<file path="config.mk">
export PLATFORM = sky130hd
export DESIGN_NAME = hazard_ctrl_flat
export DESIGN_NICKNAME = d
export VERILOG_FILES = /design/src/rtl/hazard_ctrl_if.sv /design/src/rtl/hazard_ctrl.sv /design/src/flat_wrapper.sv
export SDC_FILE = /design/constraint.sdc
export NUM_CORES = 1
export LEC_CHECK = 0
export ABC_AREA = 1
export ABC_CLOCK_PERIOD_IN_PS = 1700
export BUFFER_PORTS_ARGS = -buffer_cell sky130_fd_sc_hd__buf_2
export CORE_MARGIN = 2
export CORE_UTILIZATION = 45
export DETAILED_ROUTE_END_ITERATION = 10
export PLACE_DENSITY_LB_ADDON = 0.25
export REMOVE_ABC_BUFFERS = 1
export SYNTH_ARGS = -nofsm -noshare
export SYNTH_HDL_FRONTEND = slang
export SYNTH_SLANG_ARGS = --single-unit
</file>
<file path="constraint.sdc">
create_clock -name clk -period 1.7 [get_ports clk]
set_input_delay 0.255 -clock clk [delete_from_list [all_inputs] [get_ports clk]]
set_output_delay 0.255 -clock clk [all_outputs]
set_load 0.05 [all_outputs]
</file>
<file path="src/rtl/hazard_ctrl_if.sv">
// Hazard controller bus: decode/EX/MEM hazard sources in, pipeline hold/kill/redirect controls out.
// master = pipeline side, slave = hazard_ctrl.
interface hazard_ctrl_if;
    logic        id_valid;
    logic [3:0]  id_p0_addr;
    logic [3:0]  id_p1_addr;
    logic        id_p0_used;
    logic        id_p1_used;
    logic [3:0]  id_dst_addr;
    logic        id_we;
    logic        id_mem_re;
    logic        id_jump;
    logic        id_bad_instr;
    logic        ex_mispredict;
    logic        mem_busy;

    logic        stall_if;
    logic        stall_id;
    logic        flush_id;
    logic        flush_ex;
    logic [1:0]  pc_sel;
    logic        mode_set_valid;
    logic [1:0]  mode_set;
    logic        trap_active;
    logic [15:0] stall_cnt;
    logic [15:0] flush_cnt;

    modport master (
        output id_valid, id_p0_addr, id_p1_addr, id_p0_used, id_p1_used,
        output id_dst_addr, id_we, id_mem_re, id_jump, id_bad_instr,
        output ex_mispredict, mem_busy,
        input  stall_if, stall_id, flush_id, flush_ex, pc_sel,
        input  mode_set_valid, mode_set, trap_active, stall_cnt, flush_cnt
    );

    modport slave (
        input  id_valid, id_p0_addr, id_p1_addr, id_p0_used, id_p1_used,
        input  id_dst_addr, id_we, id_mem_re, id_jump, id_bad_instr,
        input  ex_mispredict, mem_busy,
        output stall_if, stall_id, flush_id, flush_ex, pc_sel,
        output mode_set_valid, mode_set, trap_active, stall_cnt, flush_cnt
    );
endinterface

</file>
<file path="src/rtl/hazard_ctrl.sv">
// Pipeline hazard controller: mispredict/mem-busy/trap/load-use/jump resolution with trap drain FSM.
// Optional performance counters are built only when HAZARD_PERF_CNT_EN is defined.
module hazard_ctrl #(
    parameter int unsigned DRAIN_CYCLES = 2
) (
    input logic          clk,
    input logic          rst,
    hazard_ctrl_if.slave hz
);

    if (DRAIN_CYCLES < 1 || DRAIN_CYCLES > 15) begin : g_bad_drain
        $error("hazard_ctrl: DRAIN_CYCLES must be in 1..15");
    end

    localparam logic [3:0] DrainLoad = 4'(DRAIN_CYCLES);
    localparam logic [1:0] PcSeq     = 2'd0;
    localparam logic [1:0] PcJump    = 2'd1;
    localparam logic [1:0] PcBranch  = 2'd2;
    localparam logic [1:0] PcTrap    = 2'd3;
    localparam logic [1:0] ModeTrap  = 2'b10;

    typedef enum logic [1:0] {
        StIdle,
        StTrapDrain,
        StTrapRedir
    } state_e;

    state_e     state_q, state_d;
    logic [3:0] cnt_q, cnt_d;
    logic       ld_valid_q, ld_valid_d;
    logic [3:0] ld_dst_q, ld_dst_d;

    logic       stall_if_c;
    logic       stall_id_c;
    logic       flush_id_c;
    logic       flush_ex_c;
    logic [1:0] pc_sel_c;
    logic       mode_set_valid_c;
    logic [1:0] mode_set_c;
    logic       trap_active_c;
    logic       load_use;

    // r0 is hardwired, so a load targeting it never creates a dependency.
    always_comb begin
        load_use = ld_valid_q && (ld_dst_q != 4'd0) && hz.id_valid &&
                   ((hz.id_p0_used && (hz.id_p0_addr == ld_dst_q)) ||
                    (hz.id_p1_used && (hz.id_p1_addr == ld_dst_q)));
    end

    always_comb begin
        stall_if_c       = 1'b0;
        stall_id_c       = 1'b0;
        flush_id_c       = 1'b0;
        flush_ex_c       = 1'b0;
        pc_sel_c         = PcSeq;
        mode_set_valid_c = 1'b0;
        mode_set_c       = 2'b00;
        trap_active_c    = 1'b0;
        state_d          = state_q;
        cnt_d            = cnt_q;

        if (hz.ex_mispredict) begin
            // Branch correction overrides everything, including a trap in progress.
            flush_id_c = 1'b1;
            flush_ex_c = 1'b1;
            pc_sel_c   = PcBranch;
            state_d    = StIdle;
            cnt_d      = 4'd0;
        end else if (hz.mem_busy) begin
            stall_if_c    = 1'b1;
            stall_id_c    = 1'b1;
            trap_active_c = (state_q != StIdle);
        end else begin
            unique case (state_q)
                StIdle: begin
                    if (hz.id_valid && hz.id_bad_instr) begin
                        stall_if_c = 1'b1;
                        stall_id_c = 1'b1;
                        flush_ex_c = 1'b1;
                        cnt_d      = DrainLoad;
                        state_d    = StTrapDrain;
                    end else if (load_use) begin
                        stall_if_c = 1'b1;
                        stall_id_c = 1'b1;
                        flush_ex_c = 1'b1;
                    end else if (hz.id_valid && hz.id_jump) begin
                        pc_sel_c   = PcJump;
                        flush_id_c = 1'b1;
                    end
                end
                StTrapDrain: begin
                    stall_if_c    = 1'b1;
                    stall_id_c    = 1'b1;
                    flush_ex_c    = 1'b1;
                    trap_active_c = 1'b1;
                    cnt_d         = cnt_q - 4'd1;
                    if (cnt_q <= 4'd1) begin
                        cnt_d   = 4'd0;
                        state_d = StTrapRedir;
                    end
                end
                StTrapRedir: begin
                    pc_sel_c         = PcTrap;
                    flush_id_c       = 1'b1;
                    mode_set_valid_c = 1'b1;
                    mode_set_c       = ModeTrap;
                    trap_active_c    = 1'b1;
                    state_d          = StIdle;
                end
                default: begin
                    state_d = StIdle;
                    cnt_d   = 4'd0;
                end
            endcase
        end
    end

    // Scoreboard follows the instruction leaving ID; a mem_busy hold keeps it intact.
    always_comb begin
        ld_valid_d = 1'b0;
        ld_dst_d   = ld_dst_q;
        if (hz.ex_mispredict) begin
            ld_valid_d = 1'b0;
        end else if (!stall_id_c) begin
            ld_valid_d = hz.id_valid && hz.id_mem_re && hz.id_we;
            ld_dst_d   = hz.id_dst_addr;
        end else if (hz.mem_busy) begin
            ld_valid_d = ld_valid_q;
        end
    end

    always_ff @(posedge clk or posedge rst) begin
        if (rst) begin
            state_q    <= StIdle;
            cnt_q      <= 4'd0;
            ld_valid_q <= 1'b0;
            ld_dst_q   <= 4'd0;
        end else begin
            state_q    <= state_d;
            cnt_q      <= cnt_d;
            ld_valid_q <= ld_valid_d;
            ld_dst_q   <= ld_dst_d;
        end
    end

    assign hz.stall_if       = stall_if_c & ~rst;
    assign hz.stall_id       = stall_id_c & ~rst;
    assign hz.flush_id       = flush_id_c & ~rst;
    assign hz.flush_ex       = flush_ex_c & ~rst;
    assign hz.pc_sel         = rst ? PcSeq : pc_sel_c;
    assign hz.mode_set_valid = mode_set_valid_c & ~rst;
    assign hz.mode_set       = rst ? 2'b00 : mode_set_c;
    assign hz.trap_active    = trap_active_c & ~rst;

`ifdef HAZARD_PERF_CNT_EN
    logic [15:0] stall_cnt_q;
    logic [15:0] flush_cnt_q;

    always_ff @(posedge clk or posedge rst) begin
        if (rst) begin
            stall_cnt_q <= 16'd0;
            flush_cnt_q <= 16'd0;
        end else begin
            if (stall_id_c && (stall_cnt_q != 16'hFFFF)) begin
                stall_cnt_q <= stall_cnt_q + 16'd1;
            end
            if ((flush_id_c || flush_ex_c) && (flush_cnt_q != 16'hFFFF)) begin
                flush_cnt_q <= flush_cnt_q + 16'd1;
            end
        end
    end

    assign hz.stall_cnt = stall_cnt_q;
    assign hz.flush_cnt = flush_cnt_q;
`else
    assign hz.stall_cnt = 16'd0;
    assign hz.flush_cnt = 16'd0;
`endif

endmodule

</file>
<file path="src/flat_wrapper.sv">
// flat-port wrapper written by rule: the top's interface ports become plain ports
module hazard_ctrl_flat 
#(
    parameter int unsigned DRAIN_CYCLES = 2
)
  (clk, rst, hz_id_valid, hz_id_p0_addr, hz_id_p1_addr, hz_id_p0_used, hz_id_p1_used, hz_id_dst_addr, hz_id_we, hz_id_mem_re, hz_id_jump, hz_id_bad_instr, hz_ex_mispredict, hz_mem_busy, hz_stall_if, hz_stall_id, hz_flush_id, hz_flush_ex, hz_pc_sel, hz_mode_set_valid, hz_mode_set, hz_trap_active, hz_stall_cnt, hz_flush_cnt);
  hazard_ctrl_if hz_i ();
  input logic clk;
  input logic rst;
  input wire logic [$bits(hz_i.id_valid)-1:0] hz_id_valid;
  input wire logic [$bits(hz_i.id_p0_addr)-1:0] hz_id_p0_addr;
  input wire logic [$bits(hz_i.id_p1_addr)-1:0] hz_id_p1_addr;
  input wire logic [$bits(hz_i.id_p0_used)-1:0] hz_id_p0_used;
  input wire logic [$bits(hz_i.id_p1_used)-1:0] hz_id_p1_used;
  input wire logic [$bits(hz_i.id_dst_addr)-1:0] hz_id_dst_addr;
  input wire logic [$bits(hz_i.id_we)-1:0] hz_id_we;
  input wire logic [$bits(hz_i.id_mem_re)-1:0] hz_id_mem_re;
  input wire logic [$bits(hz_i.id_jump)-1:0] hz_id_jump;
  input wire logic [$bits(hz_i.id_bad_instr)-1:0] hz_id_bad_instr;
  input wire logic [$bits(hz_i.ex_mispredict)-1:0] hz_ex_mispredict;
  input wire logic [$bits(hz_i.mem_busy)-1:0] hz_mem_busy;
  output wire logic [$bits(hz_i.stall_if)-1:0] hz_stall_if;
  output wire logic [$bits(hz_i.stall_id)-1:0] hz_stall_id;
  output wire logic [$bits(hz_i.flush_id)-1:0] hz_flush_id;
  output wire logic [$bits(hz_i.flush_ex)-1:0] hz_flush_ex;
  output wire logic [$bits(hz_i.pc_sel)-1:0] hz_pc_sel;
  output wire logic [$bits(hz_i.mode_set_valid)-1:0] hz_mode_set_valid;
  output wire logic [$bits(hz_i.mode_set)-1:0] hz_mode_set;
  output wire logic [$bits(hz_i.trap_active)-1:0] hz_trap_active;
  output wire logic [$bits(hz_i.stall_cnt)-1:0] hz_stall_cnt;
  output wire logic [$bits(hz_i.flush_cnt)-1:0] hz_flush_cnt;
  assign hz_i.id_valid = hz_id_valid;
  assign hz_i.id_p0_addr = hz_id_p0_addr;
  assign hz_i.id_p1_addr = hz_id_p1_addr;
  assign hz_i.id_p0_used = hz_id_p0_used;
  assign hz_i.id_p1_used = hz_id_p1_used;
  assign hz_i.id_dst_addr = hz_id_dst_addr;
  assign hz_i.id_we = hz_id_we;
  assign hz_i.id_mem_re = hz_id_mem_re;
  assign hz_i.id_jump = hz_id_jump;
  assign hz_i.id_bad_instr = hz_id_bad_instr;
  assign hz_i.ex_mispredict = hz_ex_mispredict;
  assign hz_i.mem_busy = hz_mem_busy;
  assign hz_stall_if = hz_i.stall_if;
  assign hz_stall_id = hz_i.stall_id;
  assign hz_flush_id = hz_i.flush_id;
  assign hz_flush_ex = hz_i.flush_ex;
  assign hz_pc_sel = hz_i.pc_sel;
  assign hz_mode_set_valid = hz_i.mode_set_valid;
  assign hz_mode_set = hz_i.mode_set;
  assign hz_trap_active = hz_i.trap_active;
  assign hz_stall_cnt = hz_i.stall_cnt;
  assign hz_flush_cnt = hz_i.flush_cnt;
  hazard_ctrl #(.DRAIN_CYCLES(DRAIN_CYCLES)) u_core (.clk(clk), .rst(rst), .hz(hz_i));
endmodule
</file>
==> reports/metrics.yaml, run 1 <==
cpLargestDelayFamily: "buffers and inverters"
hold_viol_final: 0
synthAdderAreaFrac_pct: 7.38
synthMuxAreaShare_pct: 0
report.final.slew_viol_count: 0
crit_type: "reg2out"
grt.total_usage_pct: 14.7
dr.pass1.iters: 4
yosys_warnings: 0
fin_crit_ns: 1.92
p_sw_mw: 0.924
peakVddDrop_mv: 0.746
ys_ff_latch: 11
fin_nets: 246
critPathArrivalTime_ns: 1.66
regArea_um2: 277
violations: "negative setup slack"
drive_gt1_share_pct: 27.0
p_int_mw: 0.868
cts_buffer_depth: 2
combPwrFrac_pct: 64.4
p_clk_share_pct: 10.2
synth_top_family_by_area: "buffers and inverters"
diodes: 0
synth-compound-area-share_pct: 7.48
num-fill-cells: 262
drc: 0
cts.sinks: 11
yosysSeqAreaShare_pct: 23.2
antenna_found_initial: 0
switching_share_pct: 51.6
worstSetupStartpointType: "flip-flop"
synth_area_per_cell_um2: 6.67
status: "complete, but fails checks"
dieHeight_um: 55.4
yosys.area_share.simple_pct: 30.0
syn_inst: 178
cts_made_buffers: 3
placementRows: 18
setup_violations: 8
maxCapViolCount: 0
power_density_mw_per_mm2: 1270
syn2layout_area_growth_pct: 18.7
grt_remaining_overflow: 0
viasPerCell: 4.31
routabilityCongestion: 0.791
start_util_pct: 47.5
cts_tree: "done"
clockRootBuffer: "clkbuf_4"
slowest_delay_ns: 0.41
grt_start_max_net_pins: 12
path_buf_inv: 3
fp.dieW_um: 55.4
grt_pass1_wl_mm: 3.71
critical_path_required_ns: 1.44
fin_ws_ns: -0.216
coreArea_mm2: 0.00250
multi_input_area_um2: 726
fin_skew_ns: 0.000556
hpwl_mm: 1.86
grt_pass1_vias: 894
period_share_pct: 113
rr_worst_depth: 11
port_buffers: 31
synth_xor_area_share_pct: 1.48
hold_buffers: 0
antenna_left: 0
synth_area_mm2: 0.00119
power_mw: 1.79
drt_iter0_drc: 28
hp-class: "in2async"
die-area_mm2: 0.00307
final-instance-count-excl-fill: 245
critical_path_depth: 9
end_kind: "output port"
crit_chain: "buf_4, buf_4, nor2_2, a31oi_1, nand2_2, nand2_2, nand2_4, a21oi_4, buf_6"
cp_slowest_cell: "dfrtp_1"
fmax_mhz: 522
routed_wirelength_mm: 2.29
dpl.cell_count: 240
ys_types: 25
cellLeakagePower_nw: 0.822
h-tree-depth: 1
crit_fanout: 4
vias: 1055
io_pins: 65
rsz0062_at_grt: "yes"
clk_latency_ns: 0.27
path_clk_slew_ns: 0.07
power_frac_seq_pct: 25.4
wl_per_cell_um: 9.33
==> power groups by stage <==
stage / Sequential [mW] / Combinational (mW) / Clock (mW)
global route: 0.467 / 1.29 / 0.207
CTS: 0.450 / 1.13 / 0.193
finish: 0.454 / 1.15 / 0.183
global placement: 0.449 / 1.04 / 0
floorplan: 0.437 / 0.809 / 0
detailed placement: 0.452 / 1.03 / 0
==> final cells by class <==
class / instances / area share (%)
clock buffers: 4 / 1.87
inverters: 23 / 6.13
multi-input cells: 139 / 51.5
flip-flops and latches: 11 / 19.6
well taps: 30 / 2.66
repair buffers: 38 / 18.2
==> metrics by stage <==
| step | hold WS (ns) | setup slack, ns | instance area (µm²) | TNS [ns] | utilization, % |
|---|---|---|---|---|---|
| global route | 0.0787 | -0.340 | 1410 | -1.95 | 56.4 |
| floorplan | 0.130 | -0.979 | 1040 | -3.91 | - |
| global placement | 0.357 | -0.0371 | 1270 | -0.0739 | 51.0 |
| CTS | 0.0565 | -0.207 | 1390 | -0.945 | 55.5 |
| finish | 0.0545 | -0.216 | 1410 | -1.05 | 56.4 |
| detailed placement | 0.354 | -0.0247 | 1270 | -0.0475 | 51.0 |
==> cell families after synthesis <==
| kind of cell | after synthesis |
|---|---|
| AO/OA/AOI/OAI | 16 |
| XOR/XNOR | 2 |
| adder cells (fa/ha/maj) | 7 |
| buffers and inverters | 60 |
| flip-flops | 11 |
| other | 1 |
| AND/OR/NAND/NOR | 81 |
==> worst paths after layout <==
path,from,end,slack (ns)
worst max-delay path,u_core.ld_dst_q[1]$_DFFE_PP0P_,hz_stall_id,-0.22
worst min-delay path,rst,u_core.cnt_q[0]$_DFFE_PP0P_,0.05
worst max register to register,u_core.ld_dst_q[1]$_DFFE_PP0P_,u_core.ld_dst_q[1]$_DFFE_PP0P_,0.14
worst min register to register,u_core.ld_dst_q[0]$_DFFE_PP0P_,u_core.ld_dst_q[0]$_DFFE_PP0P_,0.52
max in group asynchronous,rst,u_core.ld_dst_q[3]$_DFFE_PP0P_,1.48
min in group clk,hz_id_dst_addr[2],u_core.ld_dst_q[2]$_DFFE_PP0P_,0.23
==> state kept, by name (all words and copies together), names as in the netlist <==
register,cells
u_core.state_q,2
u_core.cnt_q,4
u_core.ld_valid_q,1
u_core.ld_dst_q,4
==> synth_stat cells <==
library cell	count	share of area, %
nand2_1	42	13
buf_4	35	22
inv_1	21	6.6
nor2_1	20	6.3
dfrtp_1	11	23
nand3_1	9	3.8
ha_1	7	7.4
o21ai_0	6	2.5
a21oi_1	5	2.1
nand4_1	5	2.6
clkinv_1	2	0.63
xnor2_1	2	1.5
a211oi_1	1	0.63
a21boi_1	1	0.63
a31oi_1	1	0.53
and3_1	1	0.53
buf_2	1	0.42
clkbuf_1	1	0.32
conb_1	1	0.32
nand2_2	1	0.53
nand2_4	1	0.95
nand3_4	1	1.5
o21ai_1	1	0.42
o31ai_1	1	0.63
or2_2	1	0.53
==> worst register-to-register path: cells and delay by family (launching register included) <==
kind            cells  cell delay (ns)
simple gates        7             0.51
buf+inv             3             0.42
flops               1             0.42
compound gates      1             0.09
==> metal layers <==
layer	vias to the layer above	part of all wire, %	global-route usage [%]
met5	-	0	0
met4	0	0	2.09
met3	0	6.5	4.68
met2	40	50	25.3
met1	455	44	18.3
li1	560	-	-
==> timing repair <==
item / CTS / global route
setup endpoints to repair: 8 / 13
pin swaps: 7 / 4
setup buffers: 0 / 1
resized for setup: 24 / 7
==> cells in the final DEF, fill, tap and decap left out <==
cell,count
or2_2,1
a31oi_1,1
a21oi_1,3
buf_4,8
clkinv_1,1
nand3_1,9
o31ai_1,1
nand3_4,1
nor2_1,18
xnor2_1,2
a21oi_2,1
ha_4,2
buf_2,22
dfrtp_1,10
buf_6,7
nand2_1,41
inv_2,4
nand2_4,1
a21boi_2,1
dfrtp_2,1
nor2_2,2
conb_1,33
nand2_2,2
a211oi_1,1
clkbuf_1,1
o21ai_0,6
ha_1,5
o21ai_1,1
nand4_1,5
clkbuf_4,4
and3_1,1
inv_1,18
a21oi_4,1
(Power assumes the default switching activity.)
==> run 2: changes to the inputs <==
Settings changed: REMOVE_ABC_BUFFERS 1 to not set.
==> reports/metrics.yaml, run 2 (synthesized netlist as in run 1, its figures left out) <==
design_area_mm2: 0.00155
combPwrFrac_pct: 67.8
fp.dieW_um: 55.4
fmax_mhz: 504
final_common_cell: "nand2_1"
cts_made_buffers: 3
grt_start_max_net_pins: 11
dieHeight_um: 55.4
drive_gt1_share_pct: 32.3
antenna_found_initial: 0
hp-class: "in2async"
reg2reg_from: "u_core.state_q[1]$_DFFE_PP0P_"
hpwl_mm: 1.90
antenna_left: 0
multi_input_area_um2: 758
setup_violations: 9
switching_share_pct: 50.7
rr_worst_depth: 9
fin_skew_ns: 0.00417
routabilityCongestion: 0.848
startpoint: "u_core.ld_dst_q[2]$_DFFE_PP0P_"
drc: 0
routed_wirelength_mm: 2.79
p_sw_mw: 1.02
report.final.slew_viol_count: 0
grt_pass1_vias: 1024
cts_tree: "done"
crit_fanout: 4
fin_ws_ns: -0.285
dr.pass1.iters: 4
power_density_mw_per_mm2: 1300
drt_iter0_drc: 46
grt_remaining_overflow: 0
cellLeakagePower_nw: 0.882
status: "complete, but fails checks"
critPathArrivalTime_ns: 1.73
critical_path_required_ns: 1.44
path_clk_slew_ns: 0.08
vias: 1155
viasPerCell: 4.51
end_kind: "output port"
grt.total_usage_pct: 17.4
crit_type: "reg2out"
peakVddDrop_mv: 0.841
hold_viol_final: 0
clk_latency_ns: 0.27
fin_crit_ns: 1.98
die-area_mm2: 0.00307
port_buffers: 31
h-tree-depth: 1
violations: "negative setup slack"
period_share_pct: 117
regArea_um2: 277
utilization_pct: 62.0
reg.largest.list: "u_core.cnt_q (4), u_core.ld_dst_q (4), u_core.state_q (2)"
dpl.cell_count: 241
power_frac_seq_pct: 22.7
placementRows: 18
dpl_cell_area_mm2: 0.00130
io_pins: 65
final-instance-count-excl-fill: 256
p_int_mw: 0.990
maxCapViolCount: 0
worstSetupStartpointType: "flip-flop"
rsz0062_at_grt: "yes"
coreArea_mm2: 0.00250
cts.sinks: 11
syn2layout_area_growth_pct: 30.5
start_util_pct: 47.5
ff2ff_setup_slack_ns: 0.14
r2r-end: "u_core.state_q[0]$_DFFE_PP0P_"
final_cell_mix: "40 x nand2_1, 33 x conb_1, 22 x buf_2"
cts_buffer_depth: 2
grt_pass1_wl_mm: 4.27
fin_nets: 257
p_clk_share_pct: 9.5
diodes: 0
timing.setup.tns_ns: -1.54
num-fill-cells: 220
clockRootBuffer: "clkbuf_4"
wl_per_cell_um: 10.9
==> run 2: cell count changes in the layout (fill, tap and decap cells not counted), sizes merged <==
cell / change
dlygate4sd3: +1
buf: +11
clkbuf: -1
==> run 2: how the worst max path moves through the flow <==
stage                   to  depth (start not counted)
2_1_floorplan  hz_stall_if                         10
3_3_place_gp   hz_flush_id                         11
3_5_place_dp   hz_flush_id                         11
4_1_cts        hz_flush_id                         11
6_report       hz_stall_if                          9
5_1_grt        hz_flush_ex                         10
==> run 2: area by class of cell <==
type | instances | share of cell area, %
Multi-Input combinational cell | 139 | 48.9
Clock buffer | 4 | 1.70
Sequential cell | 11 | 17.9
Tap cell | 30 | 2.42
Timing Repair Buffer | 49 | 23.5
Inverter | 23 | 5.57
==> run 2: power by group through the flow <==
stage               registers [mW]  clock network [mW]  logic [mW]
finish                       0.456               0.190        1.36
global route                 0.468               0.216        1.50
detailed placement           0.455                   0        1.05
floorplan                    0.437                   0       0.892
CTS                          0.456               0.197        1.21
global placement             0.453                   0        1.05
==> run 2: timing repair <==
item                                   4_1_cts  5_1_grt
setup endpoints to repair                    8       13
pin swaps                                    6        8
hold buffers                                 1        0
buffers inserted                             4        7
endpoints found under the hold margin        2        0
resized for setup                           31       10
==> run 2: critical path, cell delays in order, from the launching register on <==
cell     delay, ns
dfrtp_2       0.44
buf_4         0.15
xnor2_1       0.12
nand3_1       0.08
nand2_1       0.08
nand2_2       0.07
nand2_2       0.08
nand2_4       0.07
a21oi_4       0.16
buf_6         0.19
==> run 2: metal layers <==
| metal | global-route usage (%) | wire length (µm) | share of wire (%) | vias up |
|---|---|---|---|---|
| met4 | 9.06 | 19 | 0.68 | 0 |
| met1 | 20.1 | 1140 | 41 | 522 |
| met2 | 29.9 | 1490 | 53 | 46 |
| met5 | 0 | 0 | 0 | - |
| met3 | 3.51 | 149 | 5.3 | 4 |
| li1 | - | - | - | 583 |
==> run 2: through the flow <==
step / hold WS [ns] / total power, mW / setup WS (ns)
floorplan: 0.130 / 1.33 / -0.342
global placement: 0.160 / 1.51 / -0.0185
detailed placement: 0.162 / 1.51 / -0.0508
CTS: 0.0582 / 1.86 / -0.246
global route: 0.0648 / 2.19 / -0.345
finish: 0.0662 / 2.01 / -0.285
==> run 3: changes to the inputs <==
Settings changed: CELL_PAD_IN_SITES_DETAIL_PLACEMENT set to 1, CELL_PAD_IN_SITES_GLOBAL_PLACEMENT set to 1, CORE_UTILIZATION 45 to 29.
==> reports/metrics.yaml, run 3 (synthesized netlist as in run 1, its figures left out) <==
setup_violations: 6
grt.total_usage_pct: 13.9
dpl.cell_count: 264
clockRootBuffer: "clkbuf_8"
multi_input_area_um2: 747
dr.pass1.iters: 4
cts.sinks: 11
design_area_mm2: 0.00155
die-area_mm2: 0.00462
hold_buffers: 0
antenna_found_initial: 0
utilization_pct: 39.1
cts_made_buffers: 3
regArea_um2: 277
grt_pass1_vias: 1139
maxCapViolCount: 0
fin_ws_ns: -0.213
cts_buffer_depth: 2
final_common_cell: "nand2_1"
diodes: 0
crit_fanout: 4
grt_pass1_wl_mm: 4.93
dpl_cell_area_mm2: 0.00135
routabilityCongestion: 0.786
h-tree-depth: 1
cellLeakagePower_nw: 0.867
drc: 0
grt_start_max_net_pins: 13
crit_chain: "inv_2, ha_2, nand2_1, nor2_2, a21boi_2, buf_4, nor2_2, buf_6"
syn2layout_area_growth_pct: 30.8
fin_nets: 254
dieHeight_um: 68.0
timing.setup.tns_ns: -0.933
drive_gt1_share_pct: 35.0
peakVddDrop_mv: 0.685
fin_skew_ns: 0.00231
slowest_delay_ns: 0.41
grt_remaining_overflow: 0
fin_crit_ns: 1.91
antenna_left: 0
viasPerCell: 4.11
clk_latency_ns: 0.25
fp.dieW_um: 68.0
critical_path_required_ns: 1.44
final-instance-count-excl-fill: 273
worstSetupStartpointType: "flip-flop"
final_cell_mix: "38 x nand2_1, 33 x conb_1, 22 x buf_2"
crit_type: "reg2out"
rsz0062_at_grt: "yes"
hp-class: "in2async"
coreArea_mm2: 0.00397
cts_tree: "done"
violations: "negative setup slack"
hpwl_mm: 2.37
path_buf_inv: 3
routed_wirelength_mm: 3.00
fmax_mhz: 523
crit_path_frequent_cell: "nor2_2"
reg.largest.list: "u_core.cnt_q (4), u_core.ld_dst_q (4), u_core.state_q (2)"
hold_viol_final: 0
end_kind: "output port"
period_share_pct: 113
path_clk_slew_ns: 0.06
cp_slowest_cell: "dfrtp_1"
vias: 1122
port_buffers: 31
wl_per_cell_um: 11.0
report.final.slew_viol_count: 0
power_density_mw_per_mm2: 1340
start_util_pct: 29.9
num-fill-cells: 542
io_pins: 65
drt_iter0_drc: 17
critPathArrivalTime_ns: 1.66
status: "complete, but fails checks"
placementRows: 23
cpLargestDelayFamily: "flip-flops"
[run 3: final timing paths]
| check | startpoint | cells after the start | slack (ns) | endpoint |
|---|---|---|---|---|
| min in group clk | hz_id_dst_addr[2] | 3 | 0.26 | u_core.ld_dst_q[2]$_DFFE_PP0P_ |
| max in group asynchronous | rst | 3 | 1.47 | u_core.ld_dst_q[3]$_DFFE_PP0P_ |
| worst min register to register | u_core.cnt_q[3]$_DFFE_PP0P_ | 2 | 0.53 | u_core.cnt_q[3]$_DFFE_PP0P_ |
| worst max register to register | u_core.state_q[1]$_DFFE_PP0P_ | 9 | 0.16 | u_core.state_q[0]$_DFFE_PP0P_ |
| worst max-delay path | u_core.state_q[1]$_DFFE_PP0P_ | 8 | -0.21 | hz_pc_sel[0] |
| worst min-delay path | rst | 3 | 0.05 | u_core.state_q[0]$_DFFE_PP0P_ |
[run 3: worst min-delay path: cells and delay by family]
kind / cells / cell delay (ns)
buffers and inverters: 3 / 0.39
[run 3: power by group]
part / internal [mW] / switching (mW)
combinational: 0.519 / 0.814
clock: 0.166 / 0.118
sequential: 0.366 / 0.103
[run 3: layout make-up]
| class | instances | share of cell area (%) |
|---|---|---|
| inverter | 23 | 5.56 |
| sequential | 11 | 17.8 |
| timing repair buffer | 46 | 21.6 |
| multi-input combinational | 139 | 48.1 |
| tap | 50 | 4.03 |
| clock buffer | 4 | 2.90 |
[run 3: timing repair]
action                                  in CTS  in global routing
endpoints found under the setup margin       8                 15
pin swaps                                    7                 13
setup buffers                                1                  5
gates resized for setup                     25                 19
[run 3: layer usage]
metal	vias to the layer above	part of all wire, %	global-route usage (%)
met5	-	0	0
met4	0	1.0	4.50
met3	4	4.1	1.48
met2	24	53	25.8
met1	521	42	16.5
li1	573	-	-
[run 3: metrics by stage]
step	hold slack [ns]	total power [mW]	setup slack (ns)
finish	0.0545	2.09	-0.213
global route	0.116	2.28	-0.328
detailed placement	0.339	1.60	-0.0282
CTS	0.0729	2.00	-0.238
floorplan	0.130	1.33	-0.342
global placement	0.335	1.59	-0.0611
